### config.mk
export PLATFORM = sky130hd
export DESIGN_NAME = multicycle_ctrl_flat
export DESIGN_NICKNAME = d
export VERILOG_FILES = /design/src/rtl/multicycle_ctrl_pkg.sv /design/src/rtl/multicycle_ctrl_if.sv /design/src/rtl/ctrl_decode.sv /design/src/rtl/multicycle_ctrl.sv /design/src/flat_wrapper.sv
export SDC_FILE = /design/constraint.sdc
export NUM_CORES = 1
export LEC_CHECK = 0
export BUFFER_PORTS_ARGS = -buffer_cell sky130_fd_sc_hd__buf_4
export CORE_AREA = 4 4 41 43
export DETAILED_ROUTE_END_ITERATION = 8
export DIE_AREA = 0 0 45 47
export HOLD_SLACK_MARGIN = 0.1
export PLACE_DENSITY_LB_ADDON = 0.08
export SKIP_LAST_GASP = 1
export SYNTH_ARGS = -nofsm -noshare
export SYNTH_HDL_FRONTEND = slang
export SYNTH_SLANG_ARGS = --single-unit
### constraint.sdc
create_clock -name clk -period 2.85 [get_ports clk]
set_input_delay 0.4275 -clock clk [delete_from_list [all_inputs] [get_ports clk]]
set_output_delay 0.4275 -clock clk [all_outputs]
set_load 0.03 [all_outputs]
### src/rtl/multicycle_ctrl_pkg.sv
// Shared opcode, state and mux-select encodings for the multicycle controller.
// Imported by the decoder and the FSM top.
package multicycle_ctrl_pkg;

    localparam logic [5:0] OP_RTYPE = 6'b000000;
    localparam logic [5:0] OP_LW    = 6'b100011;
    localparam logic [5:0] OP_SW    = 6'b101011;
    localparam logic [5:0] OP_BEQ   = 6'b000100;
    localparam logic [5:0] OP_J     = 6'b000010;
    localparam logic [5:0] OP_ADDI  = 6'b001000;
    localparam logic [5:0] FN_CMP   = 6'b111000;

    localparam logic [1:0] ALUOP_ADD   = 2'd0;
    localparam logic [1:0] ALUOP_SUB   = 2'd1;
    localparam logic [1:0] ALUOP_FUNCT = 2'd2;
    localparam logic [1:0] ALUOP_ADDI  = 2'd3;

    localparam logic [1:0] PC_ALU    = 2'b00;
    localparam logic [1:0] PC_ALUOUT = 2'b01;
    localparam logic [1:0] PC_JUMP   = 2'b10;

    localparam logic [1:0] SRCB_RT   = 2'b00;
    localparam logic [1:0] SRCB_FOUR = 2'b01;
    localparam logic [1:0] SRCB_IMM  = 2'b10;
    localparam logic [1:0] SRCB_IMM4 = 2'b11;

    typedef enum logic [2:0] {
        S_IF  = 3'd0,
        S_ID  = 3'd1,
        S_EX  = 3'd2,
        S_MEM = 3'd3,
        S_WB  = 3'd4
    } state_t;

    typedef struct packed {
        logic is_r;
        logic is_mem;
        logic is_ld;
        logic is_br;
        logic is_j;
        logic is_imm;
        logic is_ill;
    } iclass_t;

endpackage

### src/rtl/multicycle_ctrl_if.sv
// Single-port memory handshake between the controller and the memory.
// The controller is the master; memory answers with mem_ready.
interface multicycle_ctrl_if;
    logic mem_re;
    logic mem_we;
    logic iord;
    logic mem_ready;

    modport master (
        output mem_re, mem_we, iord,
        input  mem_ready
    );

    modport slave (
        input  mem_re, mem_we, iord,
        output mem_ready
    );
endinterface

### src/rtl/ctrl_decode.sv
// Combinational opcode to instruction-class decode for the multicycle controller.
module ctrl_decode
    import multicycle_ctrl_pkg::*;
(
    input  logic [5:0] opcode,
    output iclass_t    cls
);

    always_comb begin
        cls = '0;
        unique case (opcode)
            OP_RTYPE: cls.is_r = 1'b1;
            OP_LW: begin
                cls.is_mem = 1'b1;
                cls.is_ld  = 1'b1;
            end
            OP_SW:   cls.is_mem = 1'b1;
            OP_BEQ:  cls.is_br  = 1'b1;
            OP_J:    cls.is_j   = 1'b1;
            OP_ADDI: cls.is_imm = 1'b1;
            default: cls.is_ill = 1'b1;
        endcase
    end

endmodule

### src/rtl/multicycle_ctrl.sv
// Main IF/ID/EX/MEM/WB control FSM with memory-stall timeout.
// Define CTRL_PERF_EN to add perf_cycles/perf_retired counters.
module multicycle_ctrl
    import multicycle_ctrl_pkg::*;
#(
    parameter int MEM_WAIT_MAX = 0
`ifdef CTRL_PERF_EN
    , parameter int PERF_W = 32
`endif
) (
    input  logic                  clk,
    input  logic                  rst,
    input  logic [5:0]            opcode,
    input  logic [5:0]            funct,
    input  logic                  zero,
    multicycle_ctrl_if.master     bus,
    output logic                  pc_we,
    output logic [1:0]            pc_src,
    output logic                  ir_we,
    output logic                  reg_we,
    output logic                  reg_dst,
    output logic                  mem_to_reg,
    output logic                  alu_src_a,
    output logic [1:0]            alu_src_b,
    output logic [1:0]            aluop,
    output logic                  cmpflag,
    output logic                  ill_instr,
    output logic                  bus_err
`ifdef CTRL_PERF_EN
    , output logic [PERF_W-1:0]   perf_cycles
    , output logic [PERF_W-1:0]   perf_retired
`endif
);

    localparam bit         WAIT_EN  = (MEM_WAIT_MAX != 0);
    localparam logic [7:0] WAIT_LIM = 8'(MEM_WAIT_MAX);

    state_t     state_q, state_d;
    logic [7:0] wait_q, wait_d;
    iclass_t    cls;
    logic       waiting;
    logic       timeout;

    ctrl_decode u_decode (
        .opcode (opcode),
        .cls    (cls)
    );

    always_ff @(posedge clk) begin
        if (rst) begin
            state_q <= S_IF;
            wait_q  <= '0;
        end else begin
            state_q <= state_d;
            wait_q  <= wait_d;
        end
    end

    always_comb begin
        state_d     = state_q;
        pc_we       = 1'b0;
        pc_src      = PC_ALU;
        ir_we       = 1'b0;
        bus.iord    = 1'b0;
        bus.mem_re  = 1'b0;
        bus.mem_we  = 1'b0;
        reg_we      = 1'b0;
        reg_dst     = 1'b0;
        mem_to_reg  = 1'b0;
        alu_src_a   = 1'b0;
        alu_src_b   = SRCB_RT;
        aluop       = ALUOP_ADD;
        cmpflag     = 1'b0;
        ill_instr   = 1'b0;
        bus_err     = 1'b0;

        waiting = (state_q == S_IF || state_q == S_MEM) && !bus.mem_ready;
        timeout = WAIT_EN && waiting && (wait_q == WAIT_LIM) && !rst;

        unique case (state_q)
            S_IF: begin
                bus.mem_re = 1'b1;
                alu_src_b  = SRCB_FOUR;
                if (bus.mem_ready) begin
                    ir_we   = 1'b1;
                    pc_we   = 1'b1;
                    state_d = S_ID;
                end
            end
            S_ID: begin
                alu_src_b = SRCB_IMM4;
                if (cls.is_j) begin
                    pc_we   = 1'b1;
                    pc_src  = PC_JUMP;
                    state_d = S_IF;
                end else if (cls.is_ill) begin
                    ill_instr = 1'b1;
                    state_d   = S_IF;
                end else begin
                    state_d = S_EX;
                end
            end
            S_EX: begin
                alu_src_a = 1'b1;
                unique case (1'b1)
                    cls.is_r: begin
                        aluop   = ALUOP_FUNCT;
                        cmpflag = (funct == FN_CMP);
                        state_d = S_WB;
                    end
                    cls.is_imm: begin
                        alu_src_b = SRCB_IMM;
                        aluop     = ALUOP_ADDI;
                        state_d   = S_WB;
                    end
                    cls.is_mem: begin
                        alu_src_b = SRCB_IMM;
                        state_d   = S_MEM;
                    end
                    cls.is_br: begin
                        aluop   = ALUOP_SUB;
                        pc_src  = PC_ALUOUT;
                        pc_we   = zero;
                        state_d = S_IF;
                    end
                    default: state_d = S_IF;
                endcase
            end
            S_MEM: begin
                bus.iord   = 1'b1;
                bus.mem_re = cls.is_ld;
                bus.mem_we = !cls.is_ld;
                if (bus.mem_ready)
                    state_d = cls.is_ld ? S_WB : S_IF;
            end
            S_WB: begin
                reg_we     = 1'b1;
                reg_dst    = cls.is_r;
                mem_to_reg = cls.is_ld;
                state_d    = S_IF;
            end
            default: state_d = S_IF;
        endcase

        // A timed-out access abandons everything and restarts fetch.
        if (rst || timeout) begin
            {pc_we, pc_src, ir_we, bus.iord, bus.mem_re, bus.mem_we} = '0;
            {reg_we, reg_dst, mem_to_reg, alu_src_a} = '0;
            {alu_src_b, aluop, cmpflag, ill_instr} = '0;
            bus_err = timeout;
            state_d = S_IF;
        end

        if (timeout || state_d != state_q)
            wait_d = '0;
        else if (waiting)
            wait_d = wait_q + 8'd1;
        else
            wait_d = wait_q;
    end

`ifdef CTRL_PERF_EN
    logic retire;

    always_comb begin
        retire = 1'b0;
        unique case (state_q)
            S_ID:    retire = cls.is_j;
            S_EX:    retire = cls.is_br;
            S_MEM:   retire = !cls.is_ld && bus.mem_ready;
            S_WB:    retire = 1'b1;
            default: retire = 1'b0;
        endcase
    end

    always_ff @(posedge clk) begin
        if (rst) begin
            perf_cycles  <= '0;
            perf_retired <= '0;
        end else begin
            perf_cycles  <= perf_cycles + 1'b1;
            perf_retired <= perf_retired + PERF_W'(retire);
        end
    end
`endif

endmodule

### src/flat_wrapper.sv
// flat-port wrapper written by rule: the top's interface ports become plain ports
module multicycle_ctrl_flat import multicycle_ctrl_pkg::*;
#(
    parameter int MEM_WAIT_MAX = 0

)
  (clk, rst, opcode, funct, zero, pc_we, pc_src, ir_we, reg_we, reg_dst, mem_to_reg, alu_src_a, alu_src_b, aluop, cmpflag, ill_instr, bus_err, bus_mem_re, bus_mem_we, bus_iord, bus_mem_ready);
  multicycle_ctrl_if bus_i ();
  input  logic clk;
  input  logic rst;
  input  logic [5:0] opcode;
  input  logic [5:0] funct;
  input  logic zero;
  output logic pc_we;
  output logic [1:0] pc_src;
  output logic ir_we;
  output logic reg_we;
  output logic reg_dst;
  output logic mem_to_reg;
  output logic alu_src_a;
  output logic [1:0] alu_src_b;
  output logic [1:0] aluop;
  output logic cmpflag;
  output logic ill_instr;
  output logic bus_err;
  output wire logic [$bits(bus_i.mem_re)-1:0] bus_mem_re;
  output wire logic [$bits(bus_i.mem_we)-1:0] bus_mem_we;
  output wire logic [$bits(bus_i.iord)-1:0] bus_iord;
  input wire logic [$bits(bus_i.mem_ready)-1:0] bus_mem_ready;
  assign bus_mem_re = bus_i.mem_re;
  assign bus_mem_we = bus_i.mem_we;
  assign bus_iord = bus_i.iord;
  assign bus_i.mem_ready = bus_mem_ready;
  multicycle_ctrl #(.MEM_WAIT_MAX(MEM_WAIT_MAX)) u_core (.clk(clk), .rst(rst), .opcode(opcode), .funct(funct), .zero(zero), .bus(bus_i), .pc_we(pc_we), .pc_src(pc_src), .ir_we(ir_we), .reg_we(reg_we), .reg_dst(reg_dst), .mem_to_reg(mem_to_reg), .alu_src_a(alu_src_a), .alu_src_b(alu_src_b), .aluop(aluop), .cmpflag(cmpflag), .ill_instr(ill_instr), .bus_err(bus_err));
endmodule
* Word level (Yosys, flattened, before mapping)
Index checks and enable logic that the tools add are counted.
** Cells by class
- Muxes and demuxes :: 51
- Reduce and logical (&&, ||, !) cells :: 8
- Equal/unequal tests :: 12
** Operators by type and width (count)
- 1-bit 2-to-1 mux :: 33
- 6-bit equality test (second input constant) :: 3
- 2-bit 2-to-1 mux :: 7
- 3-bit 2-to-1 mux :: 4
- 2-bit one-hot mux with 3 select lines :: 2
- 3-bit one-hot mux with 4 select lines :: 1
- 3-bit by 2-bit equality test with 1-bit output (second input constant) :: 2
- 6-bit by 2-bit equality test with 1-bit output (second input constant) :: 1
- 6-bit by 3-bit equality test with 1-bit output (second input constant) :: 1
- 6-bit by 4-bit equality test with 1-bit output (second input constant) :: 1
- 6-bit logical NOT :: 1
- 3-bit one-hot mux with 2 select lines :: 1
- 2-bit OR reduction :: 3
- 6-bit OR reduction :: 1
- 2-bit inequality test (second input constant) :: 2
- 2-bit one-hot mux with 2 select lines :: 1
- 3-bit by 1-bit equality test with 1-bit output (second input constant) :: 1
- 3-bit equality test (second input constant) :: 1
- 3-bit logical NOT :: 1
- 1-bit one-hot mux with 3 select lines :: 1
- 1-bit one-hot mux with 2 select lines :: 1
- 2-bit AND reduction :: 1
- 1-bit logical NOT :: 1
** Storage, ports and cells
- Register bits :: 3
- Bits of input ports :: 16
- Word-level logic and storage cells :: 72

* Logic depth before layout (Yosys ltp)
Gate-level depths: netlist (run 1).
- Depth after elaboration :: 7
- Mapped depth :: 4

* By module
Synthesis (run 1) repeated with hierarchy kept, for this count alone.
** Second synthesis, totals
- Cells, all modules :: 63
- Area, all modules :: 437.9 sq um
** By module, submodules not included
- multicycle_ctrl :: times used 1, cells an instance 50, area an instance 334.1 sq um
- ctrl_decode :: times used 1, cells an instance 13, area an instance 103.8 sq um

* Worst setup path before layout (run 1)
No wires, ideal clock.
- Path type :: reg-to-output
- From :: register u_core.state_q[0]
- To :: output port reg_dst
- Arrival time :: 2.507 ns
- Path buffers :: 1
- Required time :: 2.423 ns
- Stages on the path, launching flop included :: 5
- Path slack :: -0.085 ns
- Cells stage by stage :: dfxtp_1 -> clkbuf_1 -> nor4b_1 -> nand2_1 -> nor3_1
** Between the ends
- Cells in the longest elaborated chain, start to end :: 3
** Ends and longest elaborated chain
- start, declared :: RTL line multicycle_ctrl.sv:38 : state_t state_q, state_d;
- start signal, assigned :: RTL line multicycle_ctrl.sv:54 : state_q <= state_d;
- 3-bit equality test :: RTL line multicycle_ctrl.sv:80 : unique case (state_q)
- 1-bit 2-to-1 mux :: RTL line multicycle_ctrl.sv:80
- 1-bit 2-to-1 mux :: RTL line multicycle_ctrl.sv:146 : if (rst || timeout) begin
- end, declared :: RTL line flat_wrapper.sv:18 : output logic reg_dst;
Every way passes these cells.

* Worst setup path after layout (run 1)
- From :: register u_core.state_q[1]
- To :: output port pc_we
** Between the ends
- Cells in the longest elaborated chain, start to end :: 3
- Elaborated cells between the ends (all ways) :: 5
- Those cells by class :: eq/ne: 2; mux: 2; reduce/logical: 1
** Ends and longest elaborated chain
- 3-bit by 2-bit equality test with 1-bit output (tied with other cells) :: RTL line multicycle_ctrl.sv:80
- 1-bit one-hot mux with 3 select lines (*) :: RTL line multicycle_ctrl.sv:80
- 1-bit 2-to-1 mux (*) :: RTL line multicycle_ctrl.sv:146
- end, declared :: RTL line flat_wrapper.sv:14 : output logic pc_we;
Mark *: on every way between the ends. The rest lies on a longest branch, timed or not.

==> results by group, run 1 <==
Clock network
  • Sink Count: 3
  • Worst-Skew Late Latency: ~230 ps
  • Post-CTS Setup Inserts: 0
  • Clock Pin Slew Worst Setup and Hold Paths: 40 ps
  • H-tree Lvls: 1
  • Number of gates resized after CTS: 0
  • Hold_buf cts: 0
  • CTS buffer count: 3
  • Root buf cell: clkbuf_4
  • CTS Buffer Depth: 2
  • CTS tree: yes

Route
  • Post-route ant nets: 0
  • Via count: roughly 510
  • WL/cell: 12.07 µm
  • Met2 WL: approximately 570 µm
  • Drt drc: 0
  • Top Layer Used: met3
  • Initial DRC count: 9
  • DR WL met3: 121 µm
  • Via density: 4.886
  • TritonRoute pass-1 iters: 2
  • M1 WL: ~570 µm
  • Routed wire length: about 1300 µm

Logic synthesis
  • Post-synth EDFFs: 0
  • Synth Register Bits: 3
  • Mapped Area: 400.4 µm²
  • Cells after synthesis: 57
  • Dominant synthesized flop cell: dfxtp_1
  • Ys async rst share: 0%
  • Synthesized area per cell: 7.024 µm²
  • Warnings from Yosys: 0
  • Synth cell types: 31
  • Syn nets: 73
  • Sequential area share after synthesis: 15.00%

Cells and area
  • Most frequent cells in the layout: buf_4, nor2_1, nand2b_1
  • Max reg flops: 3
  • N_diodes: 0
  • Share of cells above drive strength 1: 42.22%
  • Largest registers: u_core.state_q x3
  • Final nets: 107
  • Synthesis-to-finish area growth: 69.06%
  • Fin area: 676.9 µm²
  • Fin util: a little over half
  • Largest Register: u_core.state_q
  • Commonest non-fill, non-tap cell in the layout: buf_4

Timing
  • Final hold slack: 445.1 ps
  • Final period util: 78.16%
  • Minimum clock period: between 2000 and 2500 ps
  • Fin. max-slew vios: 0
  • Layout Skew: 2.082 ps
  • RSZ-0062 raised after global routing: no
  • Setup TNS: 0 ps
  • Setup violators final: 0
  • Fin. Hold Viols: 0
  • Peak Freq: 448.9 MHz

Floorplan
  • Die width: 45 µm
  • Die height: 47 µm
  • Io pins: 34
  • Core area: around 1300 µm²
  • Initial Util: 30.77%
  • Die area: around 2100 µm²
  • Row count: 13

Power and ir drop
  • Peak supply drop: 0.1251 mV
  • Leak: ~0.32 nW
  • Pwr per Cell Area: 281.9 nW/µm²
  • Overall power: 0.1908 mW

Worst setup path
  • Worst path required time: 2420 ps
  • WS Path Type: reg2out
  • Crit start category: flip-flop
  • Max FO, Critical Path: 11
  • Worst EP arrival: between 1500 and 2000 ps
  • Critical Path End Type: output port

Global routing
  • Largest net degree at the start of global routing: 13
  • All-Layer GR Usage: about an eighth
  • Initial antenna violation count: 0
  • Global-route wire length before repair: 2097 µm
  • Grt total ovfl: 0
  • Vias in the first global route: 486

Place
  • Placed cell area: 650.6 µm²
  • Hpwl dp: 1036 µm
  • Port bufs: 32
  • Placer Congestion: 0.8193

Run
  • Max cap viols: 0

Status
  • Run status: finished clean

Worst hold path
  • Worst Hold Class: in2reg
cells in the mapped netlist, types with 2 or more instances:
library cell / count / share of area [%]
and2_1: 2 / 3.1
clkbuf_1: 2 / 1.9
nor2b_1: 2 / 3.1
nor4_1: 3 / 4.7
dfxtp_1: 3 / 15
nand2b_1: 5 / 7.8
nor2_1: 6 / 5.6
or2_1: 2 / 3.1
a21oi_1: 3 / 3.7
or4_1: 2 / 3.7
and3_1: 3 / 4.7
inv_1: 2 / 1.9
nor3_1: 4 / 5.0
power breakdown:
| group | internal, mW | total [mW] | switching (mW) | leakage, nW |
|---|---|---|---|---|
| combinational | 0.0332 | 0.0694 | 0.0362 | 0.284 |
| clock | 0.0523 | 0.0723 | 0.0200 | 0.0150 |
| sequential | 0.0440 | 0.0490 | 0.00502 | 0.0245 |
| total | 0.130 | 0.191 | 0.0612 | 0.323 |
through the flow:
stage | setup WS [ps] | instances
2_1_floorplan | 395.8 | 57
3_3_place_gp | 672.3 | 101
3_5_place_dp | 691.7 | 101
4_1_cts | 640.1 | 105
5_1_grt | 481.3 | 105
6_report | 622.4 | 105
kinds of logic (layout without fill, tap and decap cells):
| group | after synthesis | after routing | share of synthesized area (%) |
|---|---|---|---|
| simple gates | 35 | 35 | 51.25 |
| flops | 3 | 3 | 15.00 |
| fa+ha+maj | 1 | 1 | 2.812 |
| compound gates | 12 | 12 | 24.37 |
| buf+inv | 5 | 38 | 5.627 |
| other cells | 1 | 1 | 0.9366 |
critical path, stage by stage, from the launching register on:
cell and delay [ps]:
dfxtp_1 510, nor2b_1 320, nand3_1 190, nor2_1 230
a22o_1 170, buf_4 150
routing by layer:
metal	GRT usage (%)	vias up
met1	18.14	218
met5	0	-
met3	3.448	0
met2	19.77	20
met4	3.509	0
li1	-	275
layout make-up:
cell class                      instances  area (µm²)
Fill cell                             141       624.3
Multi-Input combinational cell         49       324.1
Timing Repair Buffer                   32       240.2
Sequential cell                         3       60.06
Clock buffer                            4       26.28
Tap cell                               15       18.77
Inverter                                2       7.507
final timing paths:
| path | from | endpoint | slack (ps) | cells after the start |
|---|---|---|---|---|
| hold reg to reg | u_core.state_q[2] | u_core.state_q[1] | 640 | 2 |
| setup / recovery | u_core.state_q[1] | pc_we | 620 | 5 |
| setup reg to reg | u_core.state_q[1] | u_core.state_q[2] | 1480 | 4 |
| hold / removal | bus_mem_ready | u_core.state_q[2] | 450 | 2 |
No activity file was read; power rests on OpenSTA's default activity.
==> run 2, diff against run 1 <==
clock period = 1.8 ns   (was 2.85 ns; I/O delays follow)
==> run 2 against run 1 <==
Sequential share of layout area down 0.91 points. Clock skew down 0.60 ps. Total power rose by 67%. Die area is the same. Register-to-register slack got worse by 1000 ps. Cell area up 11%. Utilization grew 6.0 points. Final cell count up 3.8%.
==> results by group, run 2 (synthesis results as in run 1) <==
Status
  • Run status: finished clean

Global routing
  • Grt total ovfl: 0
  • All-Layer GR Usage: 13.59%
  • Largest net degree at the start of global routing: 11
  • Global-route wire length before repair: approximately 2200 µm
  • Vias in the first global route: 495
  • Initial antenna violation count: 0

Cells and area
  • Synthesis-to-finish area growth: 88.44%
  • Largest Register: u_core.state_q
  • Filler instances: 142
  • Most frequent cells in the layout: buf_4, nand2b_1, nor2_1
  • Commonest non-fill, non-tap cell in the layout: buf_4
  • Final nets: 111
  • Share of cells above drive strength 1: 52.13%
  • Largest registers: u_core.state_q x3
  • Max reg flops: 3
  • N_diodes: 0

Route
  • Via count: 569
  • TritonRoute pass-1 iters: 4
  • Via density: 5.220
  • Initial DRC count: 9
  • Routed wire length: about 1400 µm
  • WL/cell: about 13 µm
  • Drt drc: 0
  • Post-route ant nets: 0

Timing
  • Final hold slack: 289.8 ps
  • Final period util: 96.31%
  • Peak Freq: ~580 MHz
  • Setup violators final: 0
  • Setup TNS: 0 ps
  • Minimum clock period: 1734 ps
  • Layout Skew: roughly 1.5 ps
  • Fin. Hold Viols: 0
  • RSZ-0062 raised after global routing: no
  • Fin. max-slew vios: 0

Floorplan
  • Die width: 45 µm
  • Die height: about 47 µm
  • Row count: 13
  • Die area: about 2100 µm²
  • Core area: between 1000 and 1500 µm²
  • Io pins: 34
  • Initial Util: 30.77%

Place
  • Hpwl dp: 1111 µm
  • Port bufs: 32
  • Placer Congestion: 0.8090

Worst hold path
  • Worst hold start: bus_mem_ready
  • Worst Hold Path EP: u_core.state_q[2]
  • Worst Hold Class: in2reg
  • Hold depth: 2

Clock network
  • CTS tree: yes
  • CTS buffer count: 3
  • CTS Buffer Depth: 2
  • Sink Count: 3
  • H-tree Lvls: 1
  • Root buf cell: clkbuf_4
  • Post-CTS Setup Inserts: 0
  • Worst-Skew Late Latency: 230 ps
  • Clock Pin Slew Worst Setup and Hold Paths: 40 ps

Worst setup path
  • R2R depth: 3
  • Crit path max-delay family: flip-flops
  • Critical Path Max Stage Delay: 470 ps
  • Critical path cell sequence: nand2b_1, a21bo_1, a22o_1, buf_4
  • CP Buf/Inv Count: 1
  • Reg2reg end: u_core.state_q[1]
  • Max FO, Critical Path: 7
  • Critical Path End Type: output port
  • Worst R2R Start: u_core.state_q[1]
  • Worst path required time: 1530 ps
  • Worst path slowest cell: dfxtp_1
  • Worst EP arrival: 1460 ps
  • WS Path Type: reg2out
  • Crit start category: flip-flop
  • R2r setup slk: 460 ps

Run
  • Max cap viols: 0

Power and ir drop
  • Leak: ~0.35 nW
  • Peak supply drop: 0.2942 mV
  • Overall power: 0.3183 mW
  • Pwr per Cell Area: roughly 420 nW/µm²
[run 2: cell types whose count changed in the layout (fill, tap and decap cells not counted), moves of 2 or more]
cell	delta
nor2_2	+2
buf_4	+4
nor2_1	-2
nor4_1	-2
[run 2: worst register-to-register path: cells and delay by family, from the launching register on]
kind | cells | cell delay (ps)
flops | 1 | 300
simple gates | 1 | 550
buf+inv | 1 | 160
compound gates | 1 | 240
[run 2: worst max-delay path by stage]
stage / from / endpoint / depth (start not counted)
final: u_core.state_q[0] / pc_we / 4
after global routing: u_core.state_q[0] / pc_we / 4
after CTS: u_core.state_q[0] / pc_we / 5
after detailed placement: opcode[1] / pc_we / 6
after global placement: opcode[1] / pc_we / 6
after floorplan: u_core.state_q[0] / reg_dst / 4
[run 2: where the power goes]
group | internal [mW] | switching (mW)
Combinational | 0.0591 | 0.0694
Clock | 0.0829 | 0.0330
Sequential | 0.0697 | 0.00415
[run 2: timing repair]
action | CTS | global route
gates cloned | 0 | 0
gates resized for setup | 1 | 5
hold buffers | 0 | 0
endpoints found under the setup margin | 2 | 2
pin swaps | 0 | 0
[run 2: area by class of cell]
| cell class | count | area [µm²] | share of cell area [%] |
|---|---|---|---|
| clock buffers | 4 | 26.28 | 3.483 |
| flip-flops and latches | 3 | 60.06 | 7.960 |
| repair buffers | 36 | 270.3 | 35.82 |
| inverters | 2 | 7.507 | 0.9950 |
| well taps | 15 | 18.77 | 2.488 |
| multi-input cells | 49 | 371.6 | 49.25 |
[run 2: metal layers]
metal | routed length [µm] | global-route usage, %
met1 | 550 | 17.73
met2 | 697 | 23.16
met3 | 139 | 4.598
met4 | 0 | 0
met5 | 0 | 0
[run 2: metrics by stage]
step | instance area [µm²] | std cells | setup WS (ps) | util [%]
finish | 754.5 | 109 | 66.33 | 57.98
detailed placement | 696.9 | 105 | -31.16 | 53.56
floorplan | 422.9 | 57 | -62.34 | -
global route | 754.5 | 109 | 1.452 | 57.98
global placement | 696.9 | 105 | -60.56 | 53.56
CTS | 729.5 | 109 | 56.40 | 56.06
